===== src/rtl/regfile_write_arbiter.sv =====
// regfile_write_arbiter
//
// Shares the register file's single write port between two producers:
//   port P - pipeline writeback. It has priority and is never buffered.
//   port L - long-latency producers (mul/div, memory returns). These are
//            queued in a small in-order FIFO. A starvation counter forces
//            the FIFO head through after STARVE_LIMIT consecutive P grants.
// The register-file write inputs are driven from registers. pending_mask
// flags every destination that is queued or being written this cycle.
// Register 0 is never written.
//
// Handshake: a port transfers on the rising clock edge where its valid and
// ready are both high. valid must not depend on ready. ready depends only
// on internal state. l_ready is simply !full, so a full FIFO refuses a push
// even if it pops on the same edge.
//
// Ports:
//   clock, reset                    rising-edge clock, async active-high reset
//   p_valid/p_address/p_data        pipeline write request
//   p_ready                         P request accepted this cycle
//   l_valid/l_address/l_data        long-latency write request
//   l_ready                         L FIFO can accept
//   write_address/write_data_in     registered register-file write inputs
//   WriteEnable                     registered register-file write strobe
//   pending_mask                    bit i = write to register i in flight
module regfile_write_arbiter #(
  parameter int DEPTH        = 2,
  parameter int STARVE_LIMIT = 4
) (
  input  logic        clock,
  input  logic        reset,
  input  logic        p_valid,
  input  logic [4:0]  p_address,
  input  logic [31:0] p_data,
  output logic        p_ready,
  input  logic        l_valid,
  input  logic [4:0]  l_address,
  input  logic [31:0] l_data,
  output logic        l_ready,
  output logic [4:0]  write_address,
  output logic [31:0] write_data_in,
  output logic        WriteEnable,
  output logic [31:0] pending_mask
);

  localparam int AW = $clog2(DEPTH);

  // FIFO storage and bookkeeping.
  logic [4:0]    fifo_addr [DEPTH];
  logic [31:0]   fifo_data [DEPTH];
  logic [AW-1:0] wr_ptr;
  logic [AW-1:0] rd_ptr;
  logic [AW:0]   count;
  logic [3:0]    starve_cnt;

  logic empty;
  logic full;
  logic force_l;
  logic grant_p;
  logic grant_l;
  logic push;
  logic pop;

  assign empty = (count == '0);
  assign full  = (count == (AW+1)'(DEPTH));

  // The head is forced through once P has won STARVE_LIMIT times in a row
  // while something was waiting.
  assign force_l = !empty && (starve_cnt == 4'(STARVE_LIMIT));
  assign grant_p = p_valid && !force_l;
  assign grant_l = !empty && !grant_p;

  // p_ready stays high when P is idle; accepting nothing is harmless.
  assign p_ready = !force_l;
  assign l_ready = !full;

  assign push = l_valid && !full;
  assign pop  = grant_l;

  // Storage needs no reset: only entries counted by count are ever read.
  always_ff @(posedge clock) begin
    if (push) begin
      fifo_addr[wr_ptr] <= l_address;
      fifo_data[wr_ptr] <= l_data;
    end
  end

  always_ff @(posedge clock or posedge reset) begin
    if (reset) begin
      wr_ptr <= '0;
      rd_ptr <= '0;
      count  <= '0;
    end else begin
      if (push) wr_ptr <= wr_ptr + 1'b1;
      if (pop)  rd_ptr <= rd_ptr + 1'b1;
      case ({push, pop})
        2'b10:   count <= count + 1'b1;
        2'b01:   count <= count - 1'b1;
        default: count <= count;
      endcase
    end
  end

  // Counts P wins while the FIFO holds something. It is judged on the
  // current occupancy, so a push landing alongside a P grant does not count.
  always_ff @(posedge clock or posedge reset) begin
    if (reset) begin
      starve_cnt <= '0;
    end else if (empty || grant_l) begin
      starve_cnt <= '0;
    end else if (grant_p && (starve_cnt != 4'(STARVE_LIMIT))) begin
      starve_cnt <= starve_cnt + 1'b1;
    end
  end

  // Register-file write port. Address and data hold when nothing is granted.
  always_ff @(posedge clock or posedge reset) begin
    if (reset) begin
      write_address <= '0;
      write_data_in <= '0;
      WriteEnable   <= 1'b0;
    end else if (grant_p) begin
      write_address <= p_address;
      write_data_in <= p_data;
      WriteEnable   <= (p_address != 5'd0);
    end else if (grant_l) begin
      write_address <= fifo_addr[rd_ptr];
      write_data_in <= fifo_data[rd_ptr];
      WriteEnable   <= (fifo_addr[rd_ptr] != 5'd0);
    end else begin
      WriteEnable   <= 1'b0;
    end
  end

  // Pending mask from state only: every occupied FIFO slot plus the write
  // being presented this cycle. Duplicates keep their bit set until the
  // last matching entry has left.
  logic [AW-1:0] slot;

  always_comb begin
    pending_mask = '0;
    slot         = rd_ptr;
    for (int k = 0; k < DEPTH; k++) begin
      slot = rd_ptr + AW'(k);
      if (k < int'(count)) begin
        pending_mask[fifo_addr[slot]] = 1'b1;
      end
    end
    if (WriteEnable) begin
      pending_mask[write_address] = 1'b1;
    end
    pending_mask[0] = 1'b0;
  end

endmodule


===== config.mk =====
export PLATFORM = sky130hd
export DESIGN_NAME = regfile_write_arbiter
export DESIGN_NICKNAME = d
export VERILOG_FILES = /design/src/rtl/regfile_write_arbiter.sv
export SDC_FILE = /design/constraint.sdc
export NUM_CORES = 1
export LEC_CHECK = 0
export ABC_AREA = 1
export CORE_UTILIZATION = 25
export CTS_BUF_LIST = sky130_fd_sc_hd__clkbuf_8
export DETAILED_ROUTE_END_ITERATION = 10
export GPL_TIMING_DRIVEN = 0
export HOLD_SLACK_MARGIN = 0.03
export RECOVER_POWER = 25
export SYNTH_ARGS = -nofsm -noshare
export SYNTH_HDL_FRONTEND = slang
export SYNTH_SLANG_ARGS = --single-unit

===== constraint.sdc =====
create_clock -name clock -period 3.57 [get_ports clock]
set_input_delay 0.357 -clock clock [delete_from_list [all_inputs] [get_ports clock]]
set_output_delay 0.357 -clock clock [all_outputs]
set_load 0.1 [all_outputs]

==> flow_summary.ini <==
[sta]
relSlewSlack_pct = 29.9
rsz0062_at_grt = false
clock_skew_ns = 0.0109
period_share_pct = 96.7
finalWorstSetupSlack_ns = 0.116
hold_ws_ns = 0.380
hold_viol = 0
setup_viol = 0
fin_crit_ns = 3.45
worst_slew_pin_slew_ns = 1.05
report.final.slew_viol_count = 0
timing.fmax_ghz = 0.290

[global_routing]
grt_overflow = 0
antenna_found_initial = 2
grt_use_total_pct = 16.2
first_global_vias = 5184
grt_max_degree = 37
grt_pass1_wl_um = 29400

[clocking]
h-tree-depth = 4
cts_tree = yes
clk_pin_slew_ns = 0.07
cts_root_buf = clkbuf_8
postCtsHoldBufs = 0
cts_buffer_depth = 2
clock_latency_ns = 0.44
cts_buffers = 17
cts_sinks = 120

[floorplan]
initial_core_util_pct = 25.7
die_h_um = 156
die_area_um2 = 24200
core_um2 = 22900
design.portCount = 150
die_w_um = 156
rows = 55

[drt]
wl_per_cell_um = 15.9
drc_errors = 0
vias_per_cell = 4.50
first_pass_iters = 4
postRouteAntennaNets = 0
drtIter0Drc = 232
vias = 5277
finalWirelength_um = 18700

[setup_path]
arrival_ns = 3.10
crit_fanout = 10
crit_path_start_kind = flop
cp.required_ns = 3.21
crit_type = reg -> out
timing.critical_path.to_type = primary output

[placed_design]
port_buffers = 148
gp_congestion = 0.898
numPlacedInstances = 1138
post-place-ws_ns = 0.482
post-dp-hpwl_um = 13700

[logic_synthesis]
ys_seq_elements = 120
yosysTopAreaCell = edfxtp_1
netlist_area_um2 = 5900
yosysUniqueCellTypes = 27
synth_edf_count = 74
synth_warnings = 0
synthesis.nets = 758
synth_top_area_share_pct = 37.7
avgSynthCellArea_um2 = 8.75
ys.flop_type = edfxtp_1
synth_most_common_cell = nand2_1
synth_common_cells = nand2_1 (271), nand3_1 (144), edfxtp_1 (74)
synth.area.top_cells = edfxtp_1 (38%), dfrtp_1 (20%), nand2_1 (17%), nand3_1 (12%), nor2_1 (1.7%)
synthCells = 674
async_reset_ff_share_pct = 38.3
ys_seq_area_share_pct = 57.2

[final_layout]
drive_gt1_share_pct = 8.63
area_growth_syn_to_layout_pct = 40.8
fin_util_pct = 36.3
fillCellCount = 2328
final_cells = 1172
final_nets = 928

[power_and_ir_drop]
vdd_drop_max_mv = 0.552
totalPowerFinal_mw = 7.78
p_leak_nw = 3.89
power.density_nw_per_um2 = 936

[hold_path]
hold_class = in -> async

[run_status]
outcome = complete, no violations

[job]
drv_cap = 0
==> area by class of cell <==
type,count,area [um^2],share of cell area [%]
clock buffer,19,262,3.15
inverter,25,93.8,1.13
timing repair buffer,151,1620,19.5
sequential,120,3370,40.6
tap,313,392,4.71
multi-input combinational,498,2290,27.6
clock inverter,13,114,1.37
antenna,2,5.00,0.0602
buffer,31,160,1.93
==> placed cells by master (no fill, tap or decap), types with 2 or more instances in the layout <==
| cell type | n |
|---|---|
| xor2_1 | 3 |
| buf_12 | 2 |
| o21ai_2 | 2 |
| clkbuf_8 | 19 |
| clkinv_2 | 4 |
| nand3_1 | 144 |
| bufinv_16 | 2 |
| nor2_4 | 9 |
| clkinvlp_4 | 2 |
| buf_4 | 3 |
| edfxtp_1 | 74 |
| nor3_1 | 12 |
| ha_1 | 6 |
| inv_2 | 3 |
| nand2_1 | 271 |
| nand2_2 | 5 |
| o21ai_1 | 2 |
| clkdlybuf4s50_1 | 85 |
| dlymetal6s2s_1 | 27 |
| nand3_2 | 2 |
| inv_1 | 26 |
| clkbuf_1 | 12 |
| buf_2 | 14 |
| o21ai_0 | 2 |
| dfrtp_1 | 46 |
| nor2_1 | 24 |
| dlygate4sd3_1 | 36 |
| xnor2_1 | 3 |
| diode_2 | 2 |
| nand2_4 | 2 |
| buf_6 | 2 |
| a21oi_1 | 6 |
==> sequential cells by signal, summed over array words and instances (netlist names), 2 cells and up <==
signal,flops
write_address,5
starve_cnt,4
write_data_in,32
fifo_data,64
count,2
fifo_addr,10
==> kinds of logic after synthesis <==
| logic type | after synthesis | share of synthesized area, % |
|---|---|---|
| other | 1 | 0.0636 |
| and+or+nand+nor | 472 | 35.0 |
| buffers and inverters | 56 | 4.30 |
| adders and majority gates | 6 | 1.27 |
| AOI/OAI and AO/OA | 13 | 1.27 |
| DFF | 120 | 57.2 |
| xor gates and xnor gates | 6 | 0.891 |
==> worst max-delay path, cell delays in order (launching register included) <==
cell	delay, ns
dfrtp_1	0.40
inv_1	0.11
ha_1	0.21
nor2_1	0.06
nand2_1	0.13
clkbuf_1	0.49
clkdlybuf4s50_1	1.25
==> stage by stage <==
step,setup TNS (ns),area [um^2]
6_report,0,8310
5_1_grt,0,8300
4_1_cts,0,8240
3_5_place_dp,0,7860
3_3_place_gp,-44.94,7770
2_1_floorplan,0,5900
==> where the power goes <==
group	switching [mW]	internal, mW
combinational	3.46	1.04
sequential	0.218	1.90
clock	0.524	0.638
==> repair_timing <==
| item | 4_1_cts | 5_1_grt |
|---|---|---|
| hold endpoints to repair | 0 | 0 |
| buffers inserted | 0 | 0 |
| resized for setup | 1 | 27 |
| pin swaps | 0 | 0 |
| setup endpoints to repair | 6 | 27 |
==> path summary, 6_finish.rpt <==
path                            start                 to  slack, ns  depth (start not counted)
min in group clock         p_data[24]  write_data_in[24]       0.50                          3
hold reg to reg              count[0]           count[0]       0.51                          1
setup / recovery             count[1]            p_ready       0.12                          6
max in group asynchronous       reset           count[0]       2.57                          3
setup reg to reg             count[0]           count[1]       1.30                         10
hold / removal                  reset  write_data_in[26]       0.38                          2
==> layer usage <==
metal / up-vias / part of all wire [%] / track usage (%) / routed length (um)
li1: 2591 / - / - / -
met1: 2486 / 46 / 21.1 / 8670
met2: 185 / 46 / 26.2 / 8550
met3: 15 / 6.8 / 4.58 / 1280
met4: 0 / 0.99 / 4.48 / 185
met5: - / 0 / 0 / 0
Power figures use the tool's default switching activity.
